===== src/rtl/interpreter_tx_scheduler.sv =====
// Captures processor COM reads into a FIFO and offers them one at a time to the interpreter with a valid/ack handshake.
// Optional ack timeout is enabled by defining INTERP_TIMEOUT_EN.
module interpreter_tx_scheduler #(
   parameter int DEPTH   = 8,
   parameter int TIMEOUT = 1000
)(
   input  logic        clk,
   input  logic        reset,
   input  logic        MemtoReg,
   input  logic        COM,
   input  logic [31:0] ReadData,
   input  logic        tx_ack,
   output logic [14:0] tx_data,
   output logic        tx_valid,
   output logic        stall,
   output logic        fifo_empty,
   output logic        overflow,
   output logic        timeout_err,
   output logic [15:0] sent_count
);

   localparam int AW = $clog2(DEPTH);
   localparam int CW = AW + 1;

   typedef enum logic [1:0] {IDLE, SEND, GAP} state_t;

   state_t        state;
   logic [14:0]   mem [DEPTH];
   logic [AW-1:0] wr_ptr;
   logic [AW-1:0] rd_ptr;
   logic [CW-1:0] count;
   logic          cap;
   logic          cap_q;
   logic          cap_evt;
   logic          evt_q;
   logic [14:0]   data_q;
   logic          full;
   logic          push;
   logic          pop;
   logic          unused_read_bits;

   assign unused_read_bits = ^ReadData[31:15];

   assign cap        = MemtoReg & COM;
   assign cap_evt    = cap & ~cap_q;
   assign full       = (count == CW'(DEPTH));
   assign push       = evt_q & ~full;
   assign pop        = (state == IDLE) && (count != '0);
   assign stall      = full;
   assign fifo_empty = (count == '0);

   // Edge-detected capture is registered with its data, so the FIFO write lands one edge after the sampling edge.
   always_ff @(posedge clk or negedge reset) begin
      if (!reset) begin
         cap_q    <= 1'b0;
         evt_q    <= 1'b0;
         data_q   <= '0;
         overflow <= 1'b0;
      end else begin
         cap_q <= cap;
         evt_q <= cap_evt;
         if (cap_evt)
            data_q <= ReadData[14:0];
         if (evt_q && full)
            overflow <= 1'b1;
      end
   end

   always_ff @(posedge clk) begin
      if (push)
         mem[wr_ptr] <= data_q;
   end

   always_ff @(posedge clk or negedge reset) begin
      if (!reset) begin
         wr_ptr <= '0;
         rd_ptr <= '0;
         count  <= '0;
      end else begin
         if (push)
            wr_ptr <= wr_ptr + 1'b1;
         if (pop)
            rd_ptr <= rd_ptr + 1'b1;
         case ({push, pop})
            2'b10:   count <= count + 1'b1;
            2'b01:   count <= count - 1'b1;
            default: count <= count;
         endcase
      end
   end

`ifdef INTERP_TIMEOUT_EN
   localparam int TW = $clog2(TIMEOUT + 1);
   logic [TW-1:0] timer;
`else
   assign timeout_err = 1'b0;
`endif

   // Handshake FSM; GAP guarantees two low cycles between consecutive offers.
   always_ff @(posedge clk or negedge reset) begin
      if (!reset) begin
         state      <= IDLE;
         tx_data    <= '0;
         tx_valid   <= 1'b0;
         sent_count <= '0;
`ifdef INTERP_TIMEOUT_EN
         timer       <= '0;
         timeout_err <= 1'b0;
`endif
      end else begin
         case (state)
            IDLE: begin
               if (pop) begin
                  tx_data  <= mem[rd_ptr];
                  tx_valid <= 1'b1;
                  state    <= SEND;
`ifdef INTERP_TIMEOUT_EN
                  timer <= '0;
`endif
               end
            end
            SEND: begin
               if (tx_ack) begin
                  tx_valid   <= 1'b0;
                  sent_count <= sent_count + 16'd1;
                  state      <= GAP;
               end
`ifdef INTERP_TIMEOUT_EN
               else if (timer == TW'(TIMEOUT - 1)) begin
                  tx_valid    <= 1'b0;
                  timeout_err <= 1'b1;
                  state       <= GAP;
               end else begin
                  timer <= timer + 1'b1;
               end
`endif
            end
            GAP:     state <= IDLE;
            default: state <= IDLE;
         endcase
      end
   end

endmodule


===== config.mk =====
export PLATFORM = sky130hd
export DESIGN_NAME = interpreter_tx_scheduler
export DESIGN_NICKNAME = d
export VERILOG_FILES = /design/src/rtl/interpreter_tx_scheduler.sv
export SDC_FILE = /design/constraint.sdc
export NUM_CORES = 1
export LEC_CHECK = 0
export ABC_AREA = 1
export CORE_ASPECT_RATIO = 1.75
export CORE_MARGIN = 5
export CORE_UTILIZATION = 57
export DETAILED_ROUTE_END_ITERATION = 6
export PLACE_DENSITY_LB_ADDON = 0.05
export SLEW_MARGIN = 10
export SYNTH_ARGS = -nofsm -noshare
export SYNTH_HDL_FRONTEND = slang
export SYNTH_SLANG_ARGS = --single-unit

===== constraint.sdc =====
create_clock -name clk -period 2.8 [get_ports clk]
set_clock_uncertainty 0.2 [all_clocks]
set_input_delay 0.28 -clock clk [delete_from_list [all_inputs] [get_ports clk]]
set_output_delay 0.28 -clock clk [all_outputs]
set_load 0.02 [all_outputs]

==> results.md <==
- Post-synth ARST share: 0.341
- Gr busiest metal: met2
- CTS resizes: 0
- Yosys top cell by area: edfxtp_1
- Post-CTS Setup Bufs: 0
- Die W: 96.1 um
- Minimum clock period: 2.54 ns
- DIE AREA: 15,400 um^2
- Worst endpoint required time: between 2 and 3 ns
- Ranking of synthesized cells by area: edfxtp_1 (49%), dfrtp_1 (21%), nor2_1 (6.9%), nand2_1 (5.8%), o21ai_0 (4.1%)
- LEAKAGE: 3.54 nW
- Initial antenna violation count: 0
- R2r endpoint: count[2]
- R2r startpoint: count[2]
- Max frequency: 394 MHz
- RSZ-0062 raised after global routing: false
- Setup crit start: count[2]
- Top delay family on crit path: buffers and inverters
- Vias/cell: 5.47
- Worst Reg-to-Reg Cells: 12
- Total clock sinks: between 150 and 200
- Post-Syn Instances: 665
- Synth Net Count: around 710
- Total track usage: 0.231
- Clk Latency, worst-skew pair: 0.42 ns
- Final Hold Fails: 0
- DR DRC count: 0
- Worst setup endpoint: count[2]
- Fin. max-slew vios: 0
- Outcome: complete, no violations
- Site row count: 55
- Worst slew pin tran: just under 0.9 ns
- Chip Height: 161 um
- WL final: approximately 16 mm
- Most common cell in the netlist: nor2_1
- Total congestion overflow: 0
- Pwr/cell area: 1030 nW/um^2
- Crit-path max FO: 19
- Slew HR: 0.403
- Port Buf Inserts: 54
- Yosys top cell area share: 0.487
- Clk slew on worst S/H paths: approximately 0.07 ns
- Share of cells above drive strength 1: 0.0851
- CTS buffer count: 17
- Final setup viols: 0
- HP Class: in2reg
- H-tree levels: 4
- Synth-to-Final Area Change: 18.2%
- Clock Tree Root: clkbuf_16
- DRT antenna net count: 0
- GPL Wtd Cong: 0.797
- Final core occ: 0.679
- Vias in the first global route: 5,132
- Met2 global-route usage: 0.416
- Crit-path cells: inv_1, nand3_1, nand3_2, inv_2, ha_1, nand2_1, inv_1, nor2_1, ha_1, a21oi_1, xor2_1, o21ai_0
- Ant diodes: 0
- Starting Density: 0.575
- TritonCTS clock tree: yes
- Post-DP HPWL: 10.1 mm
- Number of synthesized flops with an enable pin: 120
- Largest net degree at the start of global routing: 62
- Max Root-Sink Buffers: 2
- First-pass GRT wire length: 26.2 mm
- Routed wire length per instance: between 15 and 20 um
- Syn avg cell area: 11.1 um^2
- Final #Nets: 770
- Pre-Repair DR Iteration Count: 7
- Via count: approximately 5,000
- CP startpoint kind: register
- Max stage delay on crit path: 0.40 ns
- Ys Warns: 0
- Grt met1 use: 0.269
- Netlist Area Pre-Place: around 7400 um^2
- Peak supply drop: 0.000677 V
- WP depth: 12
- Distinct cells, synth: 31
- Worst Path Buf+Inv: 3
- Fill cells: 1,001
- Arr. time, crit path: 2.63 ns
- FF/Latch Area: 5150 um^2
- Primary FF master, synth: edfxtp_1
- Crit-path slowest cell: dfrtp_1
- Kind of critical path: reg2reg
- Core box area: 12,900 um^2
- FF+latch count, synth: 182
- Tcrit/Tclk final: 0.906
- CP Capture Type: register
- Max-cap violations: 0
- Multi-input gate area: 1960 um^2
- M3 GR Usage: 0.0473
- Seq/Total Area, Yosys: 0.697
- Final setup TNS: 0 ns
- Reg2reg setup slack: between 0.2 and 0.3 ns
- 1st-iter DRT viols: 302
- Num ports: 73
- Post-synth top cells: nor2_1 (136), edfxtp_1 (120), nand2_1 (115), dfrtp_1 (62), o21ai_0 (61)
## metrics by stage
stage	instances	hold slack [ns]	worst slack (ns)	power, mW	area (um^2)
floorplan	665	-0.216	0.648	5.62	7400
global placement	878	0.123	0.417	6.49	8120
detailed placement	878	0.125	0.285	6.62	8120
CTS	911	0.175	0.256	9.03	8740
global route	911	0.175	0.0969	9.52	8740
finish	911	0.190	0.264	8.96	8740
## power breakdown
group	total, mW	internal, mW	switching [mW]
clock network	2.40	1.40	0.996
logic	2.94	1.05	1.89
registers	3.63	3.33	0.296
total	8.96	5.78	3.18
## placed cells by master, fill, tap and decap left out, types with 4 or more instances in the layout
cell type        instances
edfxtp_1               120
clkdlybuf4s50_1         53
buf_4                   15
inv_1                   32
xnor2_1                  5
nor2_1                 136
clkbuf_16               18
dfrtp_1                 62
xor2_1                  13
nand3_1                 59
ha_1                     6
o21ai_0                 61
nor2_2                   5
clkinv_4                 4
nand2_1                115
## cells by family (layout without fill, tap and decap cells)
logic type                 after synthesis  in the layout  synth area share
other                                    1              1          0.000507
and+or+nand+nor                        328            328             0.186
buffers and inverters                   63            138            0.0386
DFF                                    182            182             0.697
xor gates and xnor gates                18             18            0.0213
AOI/OAI and AO/OA                       67             67            0.0460
adders and majority gates                6              6            0.0102
## worst min path at each step
| stage | start | end | slack, ns | depth (start not counted) |
|---|---|---|---|---|
| floorplan | reset | cap_q | -0.22 | 0 |
| CTS | ReadData[12] | data_q[12] | 0.17 | 3 |
| finish | ReadData[12] | data_q[12] | 0.19 | 3 |
| detailed placement | reset | tx_data[0] | 0.13 | 1 |
| global placement | reset | tx_data[0] | 0.12 | 1 |
| global route | ReadData[12] | data_q[12] | 0.18 | 3 |
## repair_timing
action,CTS,global route
setup endpoints to repair,0,0
hold buffers,1,0
hold endpoints to repair,21,0
## per-layer routing
| metal | vias up | part of all wire |
|---|---|---|
| met1 | 2503 | 0.38 |
| li1 | 2345 | - |
| met4 | 0 | 0.017 |
| met2 | 117 | 0.57 |
| met3 | 19 | 0.040 |
| met5 | - | 0 |
## worst register-to-register path, delay by kind of cell (launching register included)
| kind | cells | cell delay, ns |
|---|---|---|
| compound gates | 2 | 0.25 |
| xor+xnor | 1 | 0.15 |
| fa+ha+maj | 2 | 0.50 |
| buf+inv | 3 | 0.54 |
| flops | 1 | 0.40 |
| simple gates | 4 | 0.36 |
## flip-flops by register name (all words and copies together) (netlist names), 2 cells and up
signal,count
tx_data,15
state,2
wr_ptr,3
sent_count,16
data_q,15
count,4
rd_ptr,3
mem,120
## area by class of cell
type | count | share of cell area
timing repair buffer | 71 | 0.0776
sequential | 182 | 0.590
clock buffer | 20 | 0.0535
inverter | 35 | 0.0150
tap | 171 | 0.0245
clock inverter | 12 | 0.0162
multi-input combinational | 420 | 0.224
(Power assumes the default switching activity.)
